File: config.mk
export PLATFORM = sky130hd
export DESIGN_NAME = reg_word_serializer_flat
export DESIGN_NICKNAME = d
export VERILOG_FILES = /design/src/rtl/reg_word_serializer_pkg.sv /design/src/rtl/reg_word_serializer_if.sv /design/src/rtl/reg_word_serializer.sv /design/src/flat_wrapper.sv
export SDC_FILE = /design/constraint.sdc
export NUM_CORES = 1
export LEC_CHECK = 0
export CAP_MARGIN = 20
export CORE_UTILIZATION = 55
export CTS_CLUSTER_DIAMETER = 60
export DETAILED_ROUTE_END_ITERATION = 7
export PLACE_DENSITY = 0.86
export SYNTH_ARGS = -nofsm -noshare
export SYNTH_HDL_FRONTEND = slang
export SYNTH_SLANG_ARGS = --single-unit
File: constraint.sdc
create_clock -name Clk -period 1.9 [get_ports Clk]
set_input_delay 0.38 -clock Clk [delete_from_list [all_inputs] [get_ports Clk]]
set_output_delay 0.38 -clock Clk [all_outputs]
set_load 0.02 [all_outputs]
File: src/rtl/reg_word_serializer_pkg.sv
// Shared types and sizing helpers for the register word serializer family.
package reg_serial_pkg;

  typedef enum logic [1:0] {
    IDLE,
    SEND,
    CHK
  } state_t;

  function automatic int nwords(input int width, input int word);
    return width / word;
  endfunction

  function automatic int cnt_w(input int n);
    return $clog2(n + 1);
  endfunction

endpackage

File: src/rtl/reg_word_serializer_if.sv
// Word stream valid/ready interface for the register word serializer.
interface reg_word_serializer_if #(
  parameter int WORD = 16
);

  logic [WORD-1:0] Word_Out;
  logic            Word_Valid;
  logic            Word_Ready;

  modport master (
    output Word_Out,
    output Word_Valid,
    input  Word_Ready
  );

  modport slave (
    input  Word_Out,
    input  Word_Valid,
    output Word_Ready
  );

endinterface

File: src/rtl/reg_word_serializer.sv
// Captures a WIDTH-bit value and streams it LS word first over valid/ready.
// Define SERIAL_CHECKSUM_EN to append one XOR checksum word to each stream.
module reg_word_serializer
  import reg_serial_pkg::*;
#(
  parameter int WIDTH = 64,
  parameter int WORD  = 16
) (
  input  logic                   Clk,
  input  logic                   Reset,
  input  logic                   Start,
  input  logic [WIDTH-1:0]       Data_In,
  reg_word_serializer_if.master  stream,
  output logic                   Busy,
  output logic                   Done
);

  localparam int NWORDS = nwords(WIDTH, WORD);
  localparam int CW     = cnt_w(NWORDS);

  if (WIDTH % WORD != 0) begin : g_bad_width
    $error("WIDTH must be a multiple of WORD");
  end

  state_t           state;
  logic [WIDTH-1:0] sreg;
  logic [CW-1:0]    idx;
  logic             valid_q;
  logic             busy_q;
  logic             done_q;
`ifdef SERIAL_CHECKSUM_EN
  logic [WORD-1:0]  csum;
`endif

  logic xfer;
  logic last;

  assign xfer = valid_q && stream.Word_Ready;
  assign last = (idx == CW'(NWORDS - 1));

  assign stream.Word_Out   = sreg[WORD-1:0];
  assign stream.Word_Valid = valid_q;
  assign Busy              = busy_q;
  assign Done              = done_q;

  always_ff @(posedge Clk or negedge Reset) begin
    if (!Reset) begin
      state   <= IDLE;
      sreg    <= '0;
      idx     <= '0;
      valid_q <= 1'b0;
      busy_q  <= 1'b0;
      done_q  <= 1'b0;
`ifdef SERIAL_CHECKSUM_EN
      csum    <= '0;
`endif
    end else begin
      done_q <= 1'b0;
      unique case (state)
        IDLE: begin
          if (Start) begin
            sreg    <= Data_In;
            idx     <= '0;
            valid_q <= 1'b1;
            busy_q  <= 1'b1;
            state   <= SEND;
`ifdef SERIAL_CHECKSUM_EN
            csum    <= '0;
`endif
          end
        end
        SEND: begin
          if (xfer) begin
            idx <= idx + 1'b1;
`ifdef SERIAL_CHECKSUM_EN
            csum <= csum ^ sreg[WORD-1:0];
            if (last) begin
              // checksum word is presented through the low slice
              sreg  <= WIDTH'(csum ^ sreg[WORD-1:0]);
              state <= CHK;
            end else begin
              sreg <= sreg >> WORD;
            end
`else
            sreg <= sreg >> WORD;
            if (last) begin
              valid_q <= 1'b0;
              busy_q  <= 1'b0;
              done_q  <= 1'b1;
              state   <= IDLE;
            end
`endif
          end
        end
        CHK: begin
          if (xfer) begin
            sreg    <= '0;
            valid_q <= 1'b0;
            busy_q  <= 1'b0;
            done_q  <= 1'b1;
            state   <= IDLE;
          end
        end
        default: state <= IDLE;
      endcase
    end
  end

endmodule

File: src/flat_wrapper.sv
// flat-port wrapper written by rule: the top's interface ports become plain ports
module reg_word_serializer_flat import reg_serial_pkg::*;
#(
  parameter int WIDTH = 64,
  parameter int WORD  = 16
)
  (Clk, Reset, Start, Data_In, Busy, Done, stream_Word_Out, stream_Word_Valid, stream_Word_Ready);
  reg_word_serializer_if #(.WORD(WORD)) stream_i ();
  input  logic Clk;
  input  logic Reset;
  input  logic Start;
  input  logic [WIDTH-1:0] Data_In;
  output logic Busy;
  output logic Done;
  output wire logic [$bits(stream_i.Word_Out)-1:0] stream_Word_Out;
  output wire logic [$bits(stream_i.Word_Valid)-1:0] stream_Word_Valid;
  input wire logic [$bits(stream_i.Word_Ready)-1:0] stream_Word_Ready;
  assign stream_Word_Out = stream_i.Word_Out;
  assign stream_Word_Valid = stream_i.Word_Valid;
  assign stream_i.Word_Ready = stream_Word_Ready;
  reg_word_serializer #(.WIDTH(WIDTH), .WORD(WORD)) u_core (.Clk(Clk), .Reset(Reset), .Start(Start), .Data_In(Data_In), .stream(stream_i), .Busy(Busy), .Done(Done));
endmodule
After elaboration in Yosys (flattened, before gate mapping):

Index checks and enable logic that the tools add are counted.

* input bits: 68
* word-level logic and storage cells: 42
* flip-flop bits (word level): 71

* equal/unequal tests: 7
* add/sub/neg operators: 1
* multiplexer cells: 21
* reduce and logical (&&, ||, !) cells: 8

Operators by type and width (number)
* 64-bit two-way mux: 3
* 64-bit case mux with 3 select lines: 1
* 2-bit two-way mux: 4
* 4-bit AND reduction: 2
* 1-bit two-way mux: 7
* 3-bit two-way mux: 2
* 2-bit by 1-bit inequality test with 1-bit output (second input constant): 3
* 2-bit case mux with 3 select lines: 1
* 3-bit case mux with 2 select lines: 1
* 5-bit AND reduction: 1
* 3-bit by 1-bit adder with 3-bit output (second input constant): 1
* 3-bit by 2-bit == test with 1-bit output (second input constant): 1
* 1-bit case mux with 3 select lines: 1
* 3-bit AND reduction: 1
* 3-bit nonzero test: 1
* 2-bit by 1-bit == test with 1-bit output (second input constant): 1
* 2-bit == test (second input constant): 1
* 2-bit zero test: 1
* 2-bit inequality test (second input constant): 1
* 1-bit case mux with 2 select lines: 1
* 2-bit nonzero test: 1
* 1-bit logical AND: 1

Longest topological paths before layout:

Gate-level depths: netlist of the first run.

* word-level depth: 4
* mapped depth: 5
* mapped depth without buffers: 4

Worst setup path after synthesis of the first run:

No wires, ideal clock.

* kind: register -> register
* from: reg u_core.idx[0]
* to: reg u_core.idx[1]
* setup slack: 626 ps
* path buffers: 0
* library setup time: 121 ps
* stages on the path, launching flop included: 4
* arrival: 1153 ps
* path through: dfrtp_1 -> ha_1 -> mux2_1 -> a22o_1

* longest elaborated chain between the ends: 3

Ends and longest elaborated chain
* start: declaration: RTL line reg_word_serializer.sv:27 `logic [CW-1:0] idx;`
* start signal: assignment: RTL line reg_word_serializer.sv:74 `idx <= idx + 1'b1;`
* 3-bit by 1-bit adder with 3-bit output: RTL line reg_word_serializer.sv:74
* 3-bit two-way mux: RTL line reg_word_serializer.sv:73 `if (xfer) begin`
* 3-bit case mux with 2 select lines: RTL line reg_word_serializer.sv:59 `unique case (state)`

Every way passes these cells. The select of a mux whose other input is x is not followed.
A chain may end at the register's enable or synchronous reset.

==> impl_metrics.yaml, run 1 <==
critical_path:
  crit_path_start: "u_core.state[0]$_DFFE_PN0P_"
  critical_path.startpoint_type: "flop"
  cp.arrival_ps: 1380
  setup.worst_path.class: "flop to output port"
  worst-path-buf-inv: 1
  rr_endpoint: "u_core.idx[1]$_DFFE_PN0P_"
  worst_ep_required_time_ps: 1520
  cp_top_family: "buffers and inverters"
  path_max_fanout: 3
  r2r_start: "u_core.idx[0]$_DFFE_PN0P_"
  slowest_stage: "clkdlybuf4s50_1"
  rrSetupSlack_ps: 550
  crit_path_end_kind: "output port"
  max_stage_delay_ps: 540
  cp-endpoint: "stream_Word_Valid"
  cp_cell_sequence: "clkdlybuf4s50_1"
  reg2regPathDepth: 3
  cp.depth: 1
sta:
  fmax_ghz: 0.568
  drv_slew: 0
  fin_crit_ps: 1760
  whs_ps: 58.3
  slew_headroom: 0.680
  clock_skew_ps: 7.24
  fin_tns_setup_ps: 0
  worst_slack_ps: 139
  rsz0062_at_grt: "false"
  fin_crit_sh: 0.927
  finalSetupViolCount: 0
  worst_pin_slew_ps: 481
  hold_viol: 0
drt:
  postRouteAntennaNets: 0
  drc_errors: 0
  finalWirelength_um: 8030
  vias: 2649
  dr.first_iter.drc_count: 67
  via_per_inst: 5.52
  wl_per_cell_um: 16.7
  first_pass_iters: 5
cts:
  cts_num_sinks: 69
  clk_path_buf_depth: 2
  tritoncts: "done"
  root_buffer: "clkbuf_8"
  cts_buffers: 9
  clk_pin_slew_ps: 80
  cts_resized: 0
  htreeDepth: 3
  postCtsSetupBuffers: 0
  hold_buffers: 0
  insertion_delay_ps: 340
synth:
  ys_types: 23
  synth_nets: 389
  synthXorXnorAreaFrac: 0.00221
  syn_area_per_cell_um2: 12.4
  syn_inst: 319
  synthSimpleGateAreaFrac: 0.0262
  synth_top_family_by_area: "multiplexers"
  muxShareOfSynthArea: 0.407
  synth-compound-area-share: 0.0316
  synth_area_mm2: 0.00397
  yosysSeqAreaShare: 0.435
  ys_ff_latch: 69
  synthAdderAreaFrac: 0.00631
  yosysWarnings: 0
grt:
  antenna_found_initial: 0
  grt_max_degree: 88
  grtUsageTotal: 0.225
  grt_overflow: 0
  grt_pass1_wl_um: 13000
  grt_pass1_vias: 2725
power:
  powerDensity_mw_per_mm2: 1140
  power.leakage_nw: 2.60
  ir_drop_mv: 0.677
  power_mw: 5.64
finish:
  drive_gt1_frac: 0.0677
  nNetsFinal: 449
  n_antenna_cell: 0
  register_area_mm2: 0.00173
  num-fill-cells: 523
  area_delta_synth_final_pct: 24.2
  final_cell_mix: "160 x mux2i_1, 83 x clkdlybuf4s50_1, 68 x dfrtp_1, 17 x nand2_1, 16 x o22ai_1"
  multiInputGateArea_mm2: 0.00188
  final_common_cell: "mux2i_1"
die:
  rows: 30
  die_h_um: 86.9
  core_mm2: 0.00687
  start_util: 0.577
  die_w_um: 86.9
  pin_count: 87
  die_area_mm2: 0.00755
run_status:
  status: "finished, final reports clean"
placed_design:
  hpwl_um: 5200
  place.gp.congestion: 0.729
  port_buffers: 86
  pre_cts_ws_ps: 408
run:
  cap_violations: 0
worst_hold_path:
  worst_hold_path_type: "input port to asynchronous set/reset pin"
-- report_power, final --
| part | internal [mW] | switching (mW) | total, mW | leakage (nW) |
|---|---|---|---|---|
| Combinational | 1.02 | 0.866 | 1.88 | 1.55 |
| Clock | 0.808 | 0.548 | 1.36 | 0.116 |
| Sequential | 1.97 | 0.431 | 2.40 | 0.928 |
-- cells in the mapped netlist --
master    instances  area, um2
a21o_1            1       7.51
a22o_1            1       8.76
a31o_1            1       8.76
and3_1            1       6.26
buf_12            4       80.1
buf_2             7       35.0
buf_4            27        203
buf_6             1       11.3
buf_8             1       15.0
clkbuf_1          2       7.51
clkbuf_4          1       7.51
dfrtp_1          69       1730
ha_1              2       25.0
inv_1             1       3.75
mux2_1            1       11.3
mux2i_1         160       1600
nand2_1          17       63.8
nor2_1            2       7.51
nor3b_1           1       7.51
nor3b_2           1       12.5
o22ai_1          16        100
or2_0             1       6.26
xor2_1            1       8.76
-- logic make-up (layout without fill, tap and decap cells) --
group,after synthesis,after routing
buf+inv,44,109
xor+xnor,1,1
flops,69,69
compound gates,19,19
mux,161,161
simple gates,23,23
fa+ha+maj,2,2
-- metrics by stage --
step	util	cell area [um2]	instances
3_3_place_gp	0.684	4700	464
2_1_floorplan	-	3970	319
6_report	0.717	4930	480
5_1_grt	0.717	4930	480
3_5_place_dp	0.684	4700	464
4_1_cts	0.717	4930	480
-- final cells by class --
type,count,share of cell area
repair buffers,92,0.197
multi-input cells,206,0.381
clock inverters,4,0.0142
well taps,96,0.0244
clock buffers,12,0.0315
flip-flops and latches,69,0.351
inverters,1,0.000762
-- layer usage --
layer | GRT usage | share of wire | up-vias
met1 | 0.274 | 0.44 | 1312
met4 | 0.0803 | 0.016 | 0
met2 | 0.396 | 0.50 | 69
li1 | - | - | 1256
met5 | 0 | 0 | -
met3 | 0.0436 | 0.047 | 12
-- worst min-delay path by stage --
stage	cells after the start	to	slack (ps)
CTS	2	u_core.sreg[2]$_DFFE_PN0P_	70
global route	2	u_core.sreg[2]$_DFFE_PN0P_	80
global placement	2	u_core.sreg[20]$_DFFE_PN0P_	440
finish	2	u_core.sreg[2]$_DFFE_PN0P_	60
detailed placement	2	u_core.sreg[2]$_DFFE_PN0P_	430
floorplan	0	u_core.Done$_DFF_PN0_	80
-- registers in the layout, summed over array words and instances, names as in the netlist --
| register | flops |
|---|---|
| u_core.idx | 3 |
| u_core.sreg | 64 |
| u_core.Done | 1 |
| u_core.state | 1 |
(Power assumes the default switching activity.)
==> inputs of run 2 (changes only) <==
--- a/config.mk
+++ b/config.mk
@@ -6,10 +6,10 @@
 export NUM_CORES = 1
 export LEC_CHECK = 0
 export CAP_MARGIN = 20
-export CORE_UTILIZATION = 55
+export CORE_UTILIZATION = 49
 export CTS_CLUSTER_DIAMETER = 60
 export DETAILED_ROUTE_END_ITERATION = 7
-export PLACE_DENSITY = 0.86
+export PLACE_DENSITY = 0.78
 export SYNTH_ARGS = -nofsm -noshare
 export SYNTH_HDL_FRONTEND = slang
 export SYNTH_SLANG_ARGS = --single-unit
==> run 2 against run 1 <==
Effect of this change: setup slack improved by 19 ps; power is 6.4% lower; final cell count rose by 1.7%; via count shrank 1.7%; global-route usage fell by 2.9 points; utilization fell by 8.9 points; largest power group unchanged; highest routed layer unchanged.
==> impl_metrics.yaml, run 2 (synthesized netlist as in run 1, its figures left out) <==
run_status:
  status: "finished, final reports clean"
cts:
  cts_num_sinks: 69
  clk_path_buf_depth: 2
  cts_buffers: 9
  cts_resized: 0
  tritoncts: "done"
  htreeDepth: 3
  hold_buffers: 1
  postCtsSetupBuffers: 0
  root_buffer: "clkbuf_8"
  clk_pin_slew_ps: 70
  insertion_delay_ps: 330
sta:
  fin_tns_setup_ps: 0
  worst_slack_ps: 159
  slew_headroom: 0.672
  fmax_ghz: 0.574
  clock_skew_ps: 4.61
  drv_slew: 0
  worst_pin_slew_ps: 492
  rsz0062_at_grt: "false"
  fin_crit_ps: 1740
  finalSetupViolCount: 0
  whs_ps: 472
  hold_viol: 0
  fin_crit_sh: 0.917
worst_hold_path:
  worst_hold_path_type: "input port to flop"
critical_path:
  critical_path.startpoint_type: "flop"
  path_max_fanout: 3
  cp.arrival_ps: 1360
  worst-path-buf-inv: 1
  slowest_stage: "clkdlybuf4s50_1"
  worst_ep_required_time_ps: 1520
  max_stage_delay_ps: 540
  setup.worst_path.class: "flop to output port"
  cp_cell_sequence: "clkdlybuf4s50_1"
  crit_path_end_kind: "output port"
  cp_top_family: "buffers and inverters"
finish:
  largest_register_ffs: 64
  n_antenna_cell: 0
  fin_area_mm2: 0.00488
  nNetsFinal: 452
  post_layout_nonfiller_instances: 488
  final_util: 0.628
  final_cell_mix: "160 x mux2i_1, 83 x clkdlybuf4s50_1, 68 x dfrtp_1, 17 x nand2_1, 16 x o22ai_1"
  final_common_cell: "mux2i_1"
  top_register: "u_core.sreg"
  largestRegisters: "u_core.sreg (64), u_core.idx (3)"
  drive_gt1_frac: 0.0648
  area_delta_synth_final_pct: 23.1
die:
  die_h_um: 92.0
  core_mm2: 0.00777
  die_w_um: 92.0
  die_area_mm2: 0.00846
  start_util: 0.510
  rows: 32
  pin_count: 87
drt:
  drc_errors: 0
  postRouteAntennaNets: 0
  dr.first_iter.drc_count: 126
  vias: 2603
  wl_per_cell_um: 16.4
  first_pass_iters: 4
  via_per_inst: 5.33
  finalWirelength_um: 8010
placed_design:
  hpwl_um: 5410
  pre_cts_ws_ps: 361
  port_buffers: 86
  place_area_mm2: 0.00471
  place.gp.congestion: 0.729
  placed_cells: 472
grt:
  gr-usage-met2: 0.330
  gr-usage-met1: 0.253
  busiest_layer: "met2"
  grt_max_degree: 88
  antenna_found_initial: 0
  grtUsageMet3: 0.0439
  grt_overflow: 0
  grtUsageTotal: 0.196
  grt_pass1_wl_um: 13000
  grt_pass1_vias: 2648
run:
  cap_violations: 0
power:
  power.leakage_nw: 2.58
  power_mw: 5.28
  ir_drop_mv: 0.467
  powerDensity_mw_per_mm2: 1080
run 2: cell types whose count changed in the layout (fill, tap and decap cells not counted), sizes merged:
cell         delta
buf             +2
bufinv          -2
clkbuf          +1
dlygate4sd3     +1
run 2: final cells by class:
type,instances,area [um2]
Fill cell,653,2890
Timing Repair Buffer,95,983
Clock inverter,2,10.0
Multi-Input combinational cell,206,1880
Sequential cell,69,1730
Tap cell,102,128
Clock buffer,13,149
Inverter,1,3.75
run 2: final timing paths:
kind / startpoint / end / slack (ps) / cells past startpoint
max: u_core.state[0]$_DFFE_PN0P_ / stream_Word_Valid / 160 / 1
max reg2reg: u_core.idx[0]$_DFFE_PN0P_ / u_core.idx[1]$_DFFE_PN0P_ / 570 / 3
min reg2reg: u_core.idx[1]$_DFFE_PN0P_ / u_core.idx[1]$_DFFE_PN0P_ / 530 / 1
max in group asynchronous: Reset / u_core.sreg[11]$_DFFE_PN0P_ / 790 / 3
min: stream_Word_Ready / u_core.sreg[52]$_DFFE_PN0P_ / 470 / 2
min in group asynchronous: Reset / u_core.sreg[2]$_DFFE_PN0P_ / 510 / 2
run 2: per-layer routing:
| metal | wire [um] | share of wire |
|---|---|---|
| met1 | 3580 | 0.45 |
| met2 | 3940 | 0.49 |
| met3 | 415 | 0.052 |
| met4 | 80 | 0.010 |
| met5 | 0 | 0 |
run 2: report_power, final:
part / total, mW / internal (mW) / switching, mW
combinational: 1.88 / 1.02 / 0.860
clock: 1.01 / 0.500 / 0.511
sequential: 2.39 / 1.97 / 0.419
==> inputs of run 3 (changes only) <==
--- a/config.mk
+++ b/config.mk
@@ -6,8 +6,9 @@
 export NUM_CORES = 1
 export LEC_CHECK = 0
 export CAP_MARGIN = 20
+export CORE_ASPECT_RATIO = 0.5
 export CORE_UTILIZATION = 49
-export CTS_CLUSTER_DIAMETER = 60
+export CTS_CLUSTER_DIAMETER = 40
 export DETAILED_ROUTE_END_ITERATION = 7
 export PLACE_DENSITY = 0.78
 export SYNTH_ARGS = -nofsm -noshare
==> run 3 against run 2 <==
Effect of this change: utilization up 4.4 points; sequential power rose by 3%; global-route usage increased by 2.2 points; combinational power is essentially flat; fmax is 0.93% lower; clock power grew 91%; non-clock buffer count fell by 2; flip-flop and latch count did not move; worst hold slack lost 410 ps; sequential share of layout area is 1.4 points lower; largest cell class unchanged; highest routed layer unchanged.
==> impl_metrics.yaml, run 3 (synthesized netlist as in run 1, its figures left out) <==
run_status:
  status: "finished, final reports clean"
grt:
  grtUsageTotal: 0.217
  gr-usage-met2: 0.346
  grt_overflow: 0
  gr-usage-met1: 0.290
  busiest_layer: "met2"
  grtUsageMet3: 0.0619
  grt_pass1_wl_um: 13700
  antenna_found_initial: 0
  grt_max_degree: 88
  grt_pass1_vias: 2769
power:
  power_mw: 6.28
  power.leakage_nw: 2.66
  powerDensity_mw_per_mm2: 1230
  ir_drop_mv: 0.543
critical_path:
  crit_path_end_kind: "output port"
  setup.worst_path.class: "flop to output port"
  cp_cell_sequence: "clkdlybuf4s50_1"
  critical_path.startpoint_type: "flop"
  r2r_start: "u_core.idx[0]$_DFFE_PN0P_"
  rr_endpoint: "u_core.idx[1]$_DFFE_PN0P_"
  slowest_stage: "clkdlybuf4s50_1"
  rrSetupSlack_ps: 570
  path_max_fanout: 3
  reg2regPathDepth: 3
  worst-path-buf-inv: 1
  cp_top_family: "buffers and inverters"
  max_stage_delay_ps: 560
  worst_ep_required_time_ps: 1520
  cp.arrival_ps: 1380
placed_design:
  hpwl_um: 5690
  port_buffers: 86
  place.gp.congestion: 0.760
cts:
  hold_buffers: 0
  clk_pin_slew_ps: 60
  cts_buffers: 9
  postCtsSetupBuffers: 0
  cts_resized: 0
  insertion_delay_ps: 330
  clk_path_buf_depth: 2
  cts_num_sinks: 69
  htreeDepth: 3
  root_buffer: "clkbuf_16"
  tritoncts: "done"
sta:
  fin_tns_setup_ps: 0
  finalSetupViolCount: 0
  slew_headroom: 0.673
  drv_slew: 0
  fin_crit_sh: 0.925
  fmax_ghz: 0.569
  hold_viol: 0
  worst_pin_slew_ps: 491
  rsz0062_at_grt: "false"
  clock_skew_ps: 5.82
  fin_crit_ps: 1760
die:
  core_mm2: 0.00757
  start_util: 0.524
  die_h_um: 65.6
  rows: 22
  die_area_mm2: 0.00848
  die_w_um: 129
  pin_count: 87
finish:
  largestRegisters: "u_core.sreg (64), u_core.idx (3)"
  drive_gt1_frac: 0.0727
  nNetsFinal: 450
  final_cell_mix: "160 x mux2i_1, 83 x clkdlybuf4s50_1, 68 x dfrtp_1, 17 x nand2_1, 16 x o22ai_1"
  final_common_cell: "mux2i_1"
  area_delta_synth_final_pct: 28.2
  top_register: "u_core.sreg"
  num-fill-cells: 559
  n_antenna_cell: 0
  largest_register_ffs: 64
drt:
  vias: 2673
  postRouteAntennaNets: 0
  dr.first_iter.drc_count: 176
  finalWirelength_um: 8450
  wl_per_cell_um: 17.1
  first_pass_iters: 4
  via_per_inst: 5.42
  drc_errors: 0
run:
  cap_violations: 0
worst_hold_path:
  worst_hold_path_type: "input port to asynchronous set/reset pin"
run 3: cell count changes in the layout (fill, tap and decap cells not counted):
| cell | change |
|---|---|
| buf_4 | -3 |
| clkinv_2 | -1 |
| clkbuf_8 | -9 |
| clkinvlp_4 | +2 |
| dlygate4sd3_1 | -1 |
| bufinv_16 | +3 |
| clkbuf_1 | -3 |
| clkbuf_16 | +9 |
| buf_12 | +2 |
run 3: per-stage QoR:
stage / instance area, um2 / std cells / hold WS [ps] / utilization / setup slack, ps
global placement: 4740 / 477 / 425 / 0.626 / 502
finish: 5080 / 493 / 58.4 / 0.672 / 142
CTS: 5080 / 493 / 79.3 / 0.672 / 127
detailed placement: 4740 / 477 / 434 / 0.626 / 488
global route: 5080 / 493 / 106 / 0.672 / 112
floorplan: 3970 / 319 / 84.4 / - / 626
run 3: worst max-delay path by stage:
stage                                      from                         to  slack (ps)  depth (start not counted)
detailed placement  u_core.state[0]$_DFFE_PN0P_          stream_Word_Valid         490                          1
finish              u_core.state[0]$_DFFE_PN0P_          stream_Word_Valid         140                          1
CTS                 u_core.state[0]$_DFFE_PN0P_          stream_Word_Valid         130                          1
global placement    u_core.state[0]$_DFFE_PN0P_                       Busy         500                          1
floorplan             u_core.idx[0]$_DFFE_PN0P_  u_core.idx[1]$_DFFE_PN0P_         630                          3
global route        u_core.state[0]$_DFFE_PN0P_          stream_Word_Valid         110                          1
run 3: final cells by class:
type | instances | area, um2 | area share
Clock buffer | 10 | 239 | 0.0470
Clock inverter | 6 | 110 | 0.0217
Inverter | 1 | 3.75 | 0.000738
Multi-Input combinational cell | 206 | 1880 | 0.369
Sequential cell | 69 | 1730 | 0.340
Tap cell | 108 | 135 | 0.0266
Timing Repair Buffer | 93 | 991 | 0.195
run 3: layer usage:
| layer | up-vias | wire, um |
|---|---|---|
| li1 | 1269 | - |
| met1 | 1338 | 4170 |
| met2 | 57 | 3850 |
| met3 | 9 | 351 |
| met4 | 0 | 80 |
| met5 | - | 0 |
run 3: report_power, final:
| part | switching, mW | internal (mW) | total (mW) |
|---|---|---|---|
| combinational | 0.871 | 1.02 | 1.89 |
| clock | 0.614 | 1.31 | 1.93 |
| sequential | 0.491 | 1.97 | 2.46 |
